### src/rtl/rr_arbiter_16_pkg.sv
// rr_arbiter_16_pkg: shared sizes, FSM encoding and default grant limit for the round-robin arbiter
package rr_arbiter_16_pkg;
    localparam int NUM_REQ = 16;
    localparam int SEL_W = 4;
    localparam int TIMEOUT_DEF = 255;
    localparam logic IDLE = 1'b0;
    localparam logic GRANT = 1'b1;
endpackage

### src/rtl/dec4to16.sv
// dec4to16: 4-to-16 one-hot decoder with enable
module dec4to16 (
    input  logic [3:0]  sel,
    input  logic        en,
    output logic [15:0] y
);
    assign y = en ? 16'(1) << sel : '0;
endmodule

### src/rtl/rr_pick16.sv
// rr_pick16: first set request bit at or after ptr+1, wrapping 15->0
module rr_pick16
    import rr_arbiter_16_pkg::*;
(
    input  logic [NUM_REQ-1:0] req,
    input  logic [SEL_W-1:0]   ptr,
    output logic [SEL_W-1:0]   idx,
    output logic               any
);
    // scan farthest-first so the nearest set bit after ptr wins
    always_comb begin
        idx = '0;
        any = 1'b0;
        for (int i = NUM_REQ - 1; i >= 0; i--) begin
            if (req[ptr + SEL_W'(i + 1)]) begin
                idx = ptr + SEL_W'(i + 1);
                any = 1'b1;
            end
        end
    end
endmodule

### src/rtl/rr_arbiter_16.sv
// rr_arbiter_16: 16-way round-robin arbiter with done/drop release and grant-length timeout
module rr_arbiter_16
    import rr_arbiter_16_pkg::*;
#(
    parameter int TIMEOUT = TIMEOUT_DEF,
    parameter int CNT_W = 8
) (
    input  logic               clk,
    input  logic               rst,
    input  logic [NUM_REQ-1:0] req,
    input  logic               done,
    output logic [SEL_W-1:0]   sel,
    output logic               en,
    output logic [NUM_REQ-1:0] grant,
    output logic               timeout,
    output logic               busy
);
    logic               state;
    logic [SEL_W-1:0]   ptr;
    logic [SEL_W-1:0]   idx;
    logic               any;
    logic [CNT_W-1:0]   cnt;
    logic               normal;
    logic               expire;

    rr_pick16 u_pick (.req(req), .ptr(ptr), .idx(idx), .any(any));
    dec4to16 u_dec (.sel(sel), .en(en), .y(grant));

    assign normal = done | ~req[sel];
    assign expire = cnt == CNT_W'(TIMEOUT - 1);
    assign en = state == GRANT;
    assign busy = en;

    // register the pick in IDLE; in GRANT hold until done, drop or limit, then hand priority past sel
    always_ff @(posedge clk) begin
        if (rst) begin
            state <= IDLE;
            sel <= '0;
            ptr <= '1;
            cnt <= '0;
            timeout <= 1'b0;
        end else if (state == IDLE) begin
            timeout <= 1'b0;
            cnt <= '0;
            if (any) begin
                state <= GRANT;
                sel <= idx;
            end
        end else if (normal || expire) begin
            state <= IDLE;
            ptr <= sel;
            timeout <= ~normal;
        end else begin
            cnt <= cnt + 1'b1;
        end
    end
endmodule
### config.mk
export PLATFORM = sky130hd
export DESIGN_NAME = rr_arbiter_16
export DESIGN_NICKNAME = d
export VERILOG_FILES = /design/src/rtl/rr_arbiter_16_pkg.sv /design/src/rtl/dec4to16.sv /design/src/rtl/rr_pick16.sv /design/src/rtl/rr_arbiter_16.sv
export SDC_FILE = /design/constraint.sdc
export NUM_CORES = 1
export LEC_CHECK = 0
export CAP_MARGIN = 20
export CORE_MARGIN = 5
export CORE_UTILIZATION = 60
export DETAILED_ROUTE_END_ITERATION = 10
export PLACE_DENSITY_LB_ADDON = 0.12
export SETUP_SLACK_MARGIN = 0.2
export SYNTH_ARGS = -nofsm -noshare
export SYNTH_HDL_FRONTEND = slang
export SYNTH_HIERARCHICAL = 1
export SYNTH_SLANG_ARGS = --single-unit
### constraint.sdc
create_clock -name clk -period 10.8 [get_ports clk]
set_clock_uncertainty 0.15 [all_clocks]
set_input_delay 1.08 -clock clk [delete_from_list [all_inputs] [get_ports clk]]
set_output_delay 1.08 -clock clk [all_outputs]
set_load 0.1 [all_outputs]
# After elaboration in Yosys (flattened, before gate mapping)
# Cells that the tools add are included.
[totals] register_bits=18 latch_bits=0 ramBits=0 mem_bits_ro=0 inputBits=19 output_inout_bits=23 word_cells=118 memories=0
[classes] addsub=16 n_mul=0 div=0 n_lt_le_gt_ge=17 n_eq_ne=1 n_shift=1 n_mux=70 n_bitwise=4 n_reduce_logical=4
[op_table] operator="< comparator 4 x 5 -> 1 bit, second input constant" count=17
[op_table] operator="binary-select mux 1 bit (select 4 bit)" count=17
[op_table] operator="two-way mux 4 bit" count=16
[op_table] operator="two-way mux 1 bit" count=36
[op_table] operator="adder 4 bit, second input constant" count=8
[op_table] operator="adder 4 x 3 -> 4 bit, second input constant" count=4
[op_table] operator="two-way mux 16 bit" count=1
[op_table] operator="left shift 1 x 4 -> 16 bit, first input constant" count=1
[op_table] operator="adder 4 x 2 -> 4 bit, second input constant" count=2
[op_table] operator="adder 8 x 1 -> 8 bit, second input constant" count=1
[op_table] operator="== test 8 bit, second input constant" count=1
[op_table] operator="adder 4 x 1 -> 4 bit, second input constant" count=1
[op_table] operator="AND reduction 2 bit" count=2
[op_table] operator="inverter 1 bit" count=3
[op_table] operator="OR reduction 2 bit" count=1
[op_table] operator="logical OR 1 bit" count=1
[op_table] operator="OR 1 bit" count=1

# Logic depth before layout (Yosys ltp)
# Gate-level depths: netlist of run 1.
[depth] depth_word=20 mapped_depth=19 ltp_nobuf=13

# Cells and area by module
# Netlist of run 1, hierarchy kept.
[modules_own_cells] mod="rr_pick16" instances=1 cells_each=241 area_per_inst_um2=1986.9 seq_area_each_um2=0.0
[modules_own_cells] mod="rr_arbiter_16" instances=1 cells_each=107 area_per_inst_um2=988.4 seq_area_each_um2=360.3
[modules_own_cells] mod="dec4to16" instances=1 cells_each=23 area_per_inst_um2=120.1 seq_area_each_um2=0.0

# Worst setup path after synthesis of run 1
# No wires, ideal clock.
[synth_path] path_kind="register to output" from="register sel[1]" to="output port grant[6]" arrival_ns=3.461 required_time_ns=9.570 setup_slack_ns=6.109 path_stages_with_launch=3 n_path_buf=0 cell_sequence="dfxtp_1 -> nand3_1 -> nor3_1"
[synth_via] elab_chain_len=2
[synth_lines] item="start: declaration" line_no="rr_arbiter_16.sv:12" text="output logic [SEL_W-1:0] sel,"
[synth_lines] item="start signal: assignment" line_no="rr_arbiter_16.sv:47" text="sel <= idx;"
[synth_lines] item="left shift 1 x 4 -> 16 bit" line_no="dec4to16.sv:7" text="assign y = en ? 16'(1) << sel : '0;"
[synth_lines] item="two-way mux 16 bit" line_no="dec4to16.sv:7"
[synth_lines] item="end: declaration" line_no="rr_arbiter_16.sv:14" text="output logic [NUM_REQ-1:0] grant,"
# Every way passes these cells.

# Final worst setup path of run 1
[layout_path] from="register ptr[1]" to="register sel[1]"
[layout_via] elab_chain_len=19 word_cells_on_any_way=80 cone_classes="add/sub: 15; mux: 64; reduce/logical: 1"
[layout_lines] item="start: declaration" line_no="rr_arbiter_16.sv:19" text="logic [SEL_W-1:0] ptr;"
[layout_lines] item="start signal: assignment" line_no="rr_arbiter_16.sv:51" text="ptr <= sel;"
[layout_lines] item="adder 4 bit or binary-select mux 1 bit (select 4 bit) (tied branches)" line_no="rr_pick16.sv:15" text="if (req[ptr + SEL_W'(i + 1)]) begin"
[layout_lines] item="binary-select mux 1 bit (select 4 bit) or two-way mux 1 bit (tied branches)" line_no="rr_pick16.sv:15"
[layout_lines] item="two-way mux 1 bit (implied by the code)" line_no="rr_pick16.sv:15"
[layout_lines] item="two-way mux 1 bit (14 in a row)" line_no="rr_pick16.sv:15"
[layout_lines] item="two-way mux 1 bit (*)" line_no="rr_pick16.sv:15"
[layout_lines] item="net any" line_no="rr_arbiter_16.sv:21" text="logic any;"
[layout_lines] item="AND reduction 2 bit (no source line) (*)"
# Mark *: on every way through the listed nets, which the timed path passes. The rest lies on a longest branch. The select of a mux whose other input is x is not followed.
# A chain may end at the register's enable or synchronous reset.

==> results of run 1 <==
-- worst paths after layout --
path | start | end | slack, ns | cells after the start
max | ptr[1] | sel[1] | 5.87 | 12
min | cnt[5] | cnt[5] | 0.33 | 2
max reg2reg | ptr[1] | sel[1] | 5.87 | 12
min reg2reg | cnt[5] | cnt[5] | 0.33 | 2
-- cells by family after synthesis --
| group | synth area share [%] |
|---|---|
| buf+inv | 4.365 |
| mux | 33.43 |
| flops | 11.64 |
| xor+xnor | 3.598 |
| simple gates | 23.69 |
| compound gates | 19.65 |
| fa+ha+maj | 3.638 |
-- metrics by stage --
| step | utilization, % | area [um2] | total power [mW] | cells |
|---|---|---|---|---|
| after detailed placement | 69.11 | 3507 | 0.9453 | 467 |
| final | 70.19 | 3562 | 1.025 | 471 |
| after CTS | 70.19 | 3562 | 1.006 | 471 |
| after floorplan | - | 3095 | 0.7687 | 371 |
| after global placement | 69.11 | 3507 | 0.9417 | 467 |
| after global routing | 70.19 | 3562 | 1.093 | 471 |
-- registers in the layout (all words and copies together) (netlist names) --
register,cells
busy,1
cnt,8
ptr,4
sel,4
timeout,1
-- critical path, delay by kind of cell (launching register included) --
family,cells,cell delay [ns]
muxes,4,1.44
and+or+nand+nor,6,1.18
adders and majority gates,1,0.84
DFF,1,0.81
buffers and inverters,1,0.35
-- cells in the final DEF (no fill, tap or decap), drive strengths merged, types with 10 or more instances in the layout --
master         Yosys  routed
dfxtp             18      18
nor3              10      10
o21ai             20      20
mux2i             37      37
nor2              34      34
nand2             51      51
mux4              25      25
nor2b             11      11
nand2b            11      11
a21oi             23      23
clkdlybuf4s50      0      41
-- cell type report --
cell class,count,area (um2),share of cell area [%]
multi-input cells,328,2600,72.99
repair buffers,44,432.9,12.15
flip-flops and latches,18,360.3,10.12
well taps,70,87.58,2.459
clock buffers,4,55.05,1.545
inverters,7,26.28,0.7376
-- power by group through the flow --
stage	registers [mW]	clock network [mW]	logic, mW
after floorplan	0.160	0	0.609
after global placement	0.124	0	0.818
after global routing	0.128	0.0597	0.905
final	0.123	0.0561	0.846
after detailed placement	0.124	0	0.821
after CTS	0.123	0.0568	0.826
-- per-layer routing --
metal | track usage [%] | vias up | wire (um)
li1 | - | 1491 | -
met1 | 40.61 | 1518 | 3782
met2 | 44.26 | 214 | 4249
met3 | 5.373 | 32 | 889
met4 | 10.80 | 0 | 286
met5 | 0 | - | 0
==> results by group, run 1 <==
Logic synthesis
  – Sequential share of the synthesized area: 11.64%
  – Post-Syn Nets: 399
  – Synth cell count leaders: 51 x nand2_1, 37 x mux2i_1, 33 x nor2_1
  – Ys flop type: dfxtp_1
  – Synthesized area per cell: 8.344 um2
  – Yosys top cell by area: mux4_2
  – Yosys warns: 6
  – Async SR Flop Fraction: 0%
  – Number of synthesized flops with an enable pin: 0
  – Distinct cells, synth: 67
  – Syn Inst Count: 371
  – Synth top area cells: mux4_2 16%, mux2i_1 12%, dfxtp_1 12%
  – Number of synthesized register bits: 18
  – Post-synthesis cell area: 3095 um2
  – Most common cell in the netlist: nand2_1
  – Synth top area share: 16.01%

GRT
  – First-pass GRT wire length: 15,150 um
  – Largest net degree at the start of global routing: 29
  – Initial antenna violation count: 0
  – Total Routing Usage GR: 28.98%
  – GRT Residual Overflow: 0
  – Number of global-route vias before repair: 3,025

Setup path
  – Max stage delay on crit path: 0.84 ns
  – CP Capture Type: flip-flop
  – Crit path required time: 10.77 ns
  – CP most frequent cell: mux2i_1
  – Worst setup SP type: flip-flop
  – CP max FO: 17
  – Worst path slowest cell: ha_1
  – Worst path arrival time: 4.90 ns
  – CP Class: reg -> reg
  – Worst-path cell chain: inv_1 -> ha_1 -> mux4_1 -> mux2i_1 -> mux2_2 -> nand2_1 -> or3_1 -> nor4b_1 -> nand3_1 -> nor2b_1 -> mux2i_1 -> nor2_1

Worst hold path
  – Min-Delay Path Class: reg -> reg

Floorplan
  – Ports: 42
  – Die ar.: 6695 um2
  – Starting Density: 61.00%
  – Die X: 81.83 um
  – Row count: 26
  – Core ar.: 5075 um2
  – Height of the die: 81.83 um

Flow run
  – Max_cap viols: 0

Detailed routing
  – Drt drc: 0
  – Final wirelength: 9207 um
  – DRT iter0 DRCs: 472
  – Routed vias/inst: 6.911
  – Routed Antenna Nets: 0
  – DRT Pass-1 Iters: 5
  – Via count: 3,255
  – Average wire per standard cell: 19.55 um

Clocking
  – Later-pin clock latency in the skew report: 0.25 ns
  – CTS Buf Count: 3
  – Clk sinks: 18
  – CTS Root Cell: clkbuf_8
  – Total setup buffers inserted after CTS: 0
  – # hold bufs at CTS: 0
  – H-tree level count: 1
  – Reg clk slew, reported paths: 0.08 ns
  – CTS tree: yes
  – Max Root-Sink Buffers: 2
  – Post-CTS sizing: 0

STA
  – Setup TNS Final: 0 ns
  – Tcrit/Tclk final: 45.63%
  – Final min period: 4.928 ns
  – Worst-Margin Slew: 0.9858 ns
  – Final worst slack: 5.872 ns
  – Unrepaired setup endpoints after global routing: no
  – Worst hold slack: 0.3271 ns
  – Slew margin rel.: 34.07%
  – Fmax: 202.9 MHz
  – # setup viols final: 0
  – Final hold violation count: 0
  – Pins Over Slew Limit: 0

Power and ir drop
  – Worst IR Drop VDD: 0.2373 mV
  – Clock power frac: 5.5%
  – P per Cell Area: 287.8 nW/um2
  – Combinational Power Share: 82.5%
  – Sw Ratio: 58.75%
  – P_leak: 1.300 nW
  – Internal Power: 0.4229 mW
  – Switching power: 0.6024 mW
  – Flop pwr share: 12.0%

Placed design
  – Dpl ws: 6.013 ns
  – GPL Wtd Cong: 1.023
  – Count of port buffers added during placement: 41
  – Dpl hpwl: 6970 um

Status
  – Run status: complete, no violations

Layout
  – Share of layout cells above drive strength 1: 11.72%
  – ANT cells: 0
  – FILL cells: 424
  – Nets: 430
  – P&R area growth vs syn: 15.08%
Power figures use the tool's default switching activity.
==> run 2, diff against run 1 <==
- CORE_UTILIZATION: 60 -> 51
- clock period: 10.8 -> 4 ns (I/O delays scaled with it)
==> results by group, run 2 (synthesis gave the netlist of run 1 again) <==
Clocking
  – H-tree level count: 1 (unchanged)
  – CTS tree: yes
  – CTS Root Cell: clkbuf_8
  – Later-pin clock latency in the skew report: 0.25 ns (about the same)
  – Reg clk slew, reported paths: 0.07 ns (about the same)
  – Clk sinks: 18 (unchanged)
  – Max Root-Sink Buffers: 2 (unchanged)
  – CTS Buf Count: 3 (unchanged)

STA
  – Unrepaired setup endpoints after global routing: no
  – # setup viols final: 0 (unchanged)
  – Final min period: 3.608 ns (-1.320 ns)
  – Slew margin rel.: 33.49% (-0.59 points)
  – Worst-Margin Slew: 0.9964 ns (+0.01051 ns)
  – Pins Over Slew Limit: 0 (unchanged)
  – Tcrit/Tclk final: 90.20% (+45 points)
  – Setup TNS Final: 0 ns (unchanged)
  – Final hold violation count: 0 (unchanged)
  – Fmax: 277.2 MHz (+37%)

Floorplan
  – Die X: 87.91 um (+7.4%)
  – Starting Density: 52.28% (-8.7 points)
  – Die ar.: 7727 um2 (+15%)
  – Ports: 42 (unchanged)
  – Height of the die: 87.91 um (+7.4%)
  – Row count: 28 (+7.7%)
  – Core ar.: 5921 um2 (+17%)

Detailed routing
  – Via count: 3,185 (-2.2%)
  – Final wirelength: 9176 um (-0.34%)
  – Average wire per standard cell: 18.84 um (-3.6%)
  – DRT Pass-1 Iters: 5 (unchanged)
  – Routed Antenna Nets: 0 (unchanged)
  – DRT iter0 DRCs: 213 (-55%)
  – Routed vias/inst: 6.540 (-5.4%)
  – Drt drc: 0 (unchanged)

Power and ir drop
  – Clock power frac: 5.1% (-0.4 points)
  – Worst IR Drop VDD: 0.5701 mV (+140%)
  – P per Cell Area: 773.7 nW/um2 (+170%)
  – Sw Ratio: 57.10% (-1.7 points)
  – Flop pwr share: 11.7% (-0.3 points)
  – Total power draw: 2.839 mW (+180%)
  – Switching power: 1.621 mW (+170%)
  – P_leak: 1.386 nW (+6.6%)
  – Internal Power: 1.218 mW (+190%)
  – Combinational Power Share: 83.2% (+0.7 points)

Flow run
  – Max_cap viols: 0 (unchanged)

GRT
  – Largest net degree at the start of global routing: 29 (unchanged)
  – Total Routing Usage GR: 24.40% (-4.6 points)
  – Initial antenna violation count: 0 (unchanged)
  – GRT Residual Overflow: 0 (unchanged)
  – Number of global-route vias before repair: 2,970 (-1.8%)
  – First-pass GRT wire length: 15,100 um (-0.36%)

Setup path
  – Worst path arrival time: 3.58 ns (-1.32 ns)
  – Max stage delay on crit path: 0.48 ns (-0.36 ns)
  – CP top delay family: simple AND/OR/NAND/NOR gates
  – Worst r2r dst: busy
  – Crit path required time: 3.98 ns (-6.79 ns)
  – Reg2reg setup slack: 0.39 ns (-5.48 ns)
  – Worst path bufs/invs: 1 (unchanged)
  – Worst path slowest cell: dfxtp_1
  – Worst setup SP type: flip-flop
  – R2R cell count: 12 (unchanged)
  – CP Class: reg -> reg
  – CP max FO: 10 (-7)
  – Reg2reg start: ptr[2]
  – CP most frequent cell: mux2i_1
  – Worst-path cell chain: clkinvlp_4 -> ha_1 -> a21oi_1 -> xnor2_2 -> mux2i_1 -> mux2i_1 -> or3_1 -> nor4b_1 -> nand3_1 -> nor2b_1 -> a31oi_1 -> nor2_1
  – CP Capture Type: flip-flop

Layout
  – Max reg flops: 8 (unchanged)
  – ANT cells: 0 (unchanged)
  – Most frequent cells in the layout: 51 x nand2_1, 35 x mux2i_1, 33 x nor2_1, 30 x clkdlybuf4s50_1
  – Most common cell after layout, fill and taps aside: nand2_1
  – Largest regs: cnt x8, ptr x4, sel x4
  – Largest Register: cnt
  – Nets: 441 (+2.6%)
  – Share of layout cells above drive strength 1: 19.17% (+7.5 points)
  – P&R area growth vs syn: 18.55%
  – FILL cells: 532 (+25%)

Worst hold path
  – Min-delay src: cnt[5]
  – Min-Delay Path Class: reg -> reg
  – Hold Path Sink: cnt[5]
  – Hold path cells: 2 (unchanged)

Placed design
  – Count of port buffers added during placement: 41 (unchanged)
  – GPL Wtd Cong: 0.9659 (-5.6%)
  – Dpl hpwl: 7212 um (+3.5%)

Status
  – Run status: complete, no violations
==> run 2: cell count changes in the layout (fill, tap and decap cells not counted), sizes merged <==
| cell | before | now |
|---|---|---|
| buf | 3 | 25 |
| clkdlybuf4s50 | 41 | 30 |
| clkinv | 2 | 1 |
| clkinvlp | 0 | 1 |
==> run 2: per-stage QoR <==
step / utilization (%) / hold WS, ns / setup slack, ns / instance area, um2 / instances
after floorplan: - / 0.2885 / 0.2394 / 3138 / 371
after global placement: 60.80 / 0.3016 / 0.3587 / 3600 / 483
after detailed placement: 60.80 / 0.3082 / 0.2997 / 3600 / 483
after CTS: 61.73 / 0.3188 / 0.3259 / 3655 / 487
after global routing: 61.98 / 0.3461 / 0.2156 / 3670 / 487
final: 61.98 / 0.3189 / 0.3922 / 3670 / 487
==> run 2: cell type report <==
| cell class | count | area (um2) | area share, % |
|---|---|---|---|
| Tap cell | 75 | 93.84 | 2.557 |
| Clock buffer | 4 | 55.05 | 1.500 |
| Multi-Input combinational cell | 328 | 2639 | 71.91 |
| Inverter | 7 | 30.03 | 0.8183 |
| Sequential cell | 18 | 360.3 | 9.819 |
| Timing Repair Buffer | 55 | 491.7 | 13.40 |
==> run 2: what timing repair did <==
action	4_1_cts	5_1_grt
setup endpoints to repair	0	5
resized for setup	0	6
hold buffers	0	0
buffers inserted	0	0
==> run 2: worst max-delay path by stage <==
stage | startpoint | cells past startpoint | slack (ns) | to
6_report | ptr[2] | 12 | 0.39 | busy
5_1_grt | ptr[0] | 12 | 0.22 | busy
4_1_cts | ptr[0] | 12 | 0.33 | busy
3_5_place_dp | req[1] | 11 | 0.30 | busy
3_3_place_gp | req[5] | 10 | 0.36 | sel[0]
2_1_floorplan | ptr[0] | 18 | 0.24 | sel[3]
==> run 2: metal layers <==
metal | global-route usage (%) | routed length, um
met2 | 41.64 | 4438
met4 | 5.300 | 185
met3 | 4.421 | 690
met1 | 32.16 | 3862
met5 | 0 | 0
==> run 2: power by group through the flow <==
stage	Combinational [mW]	Clock [mW]	Sequential, mW
final	2.36	0.146	0.333
after global routing	2.54	0.156	0.344
after CTS	2.31	0.147	0.329
after detailed placement	2.30	0	0.334
after global placement	2.30	0	0.331
after floorplan	1.68	0	0.436
==> run 2: worst reg2reg max path: cells and delay by family (launching register included) <==
family	cells	cell delay, ns
adders and majority gates	1	0.26
xor gates and xnor gates	1	0.28
muxes	2	0.51
buffers and inverters	1	0.31
DFF	1	0.48
AOI/OAI and AO/OA	2	0.43
and+or+nand+nor	5	1.06
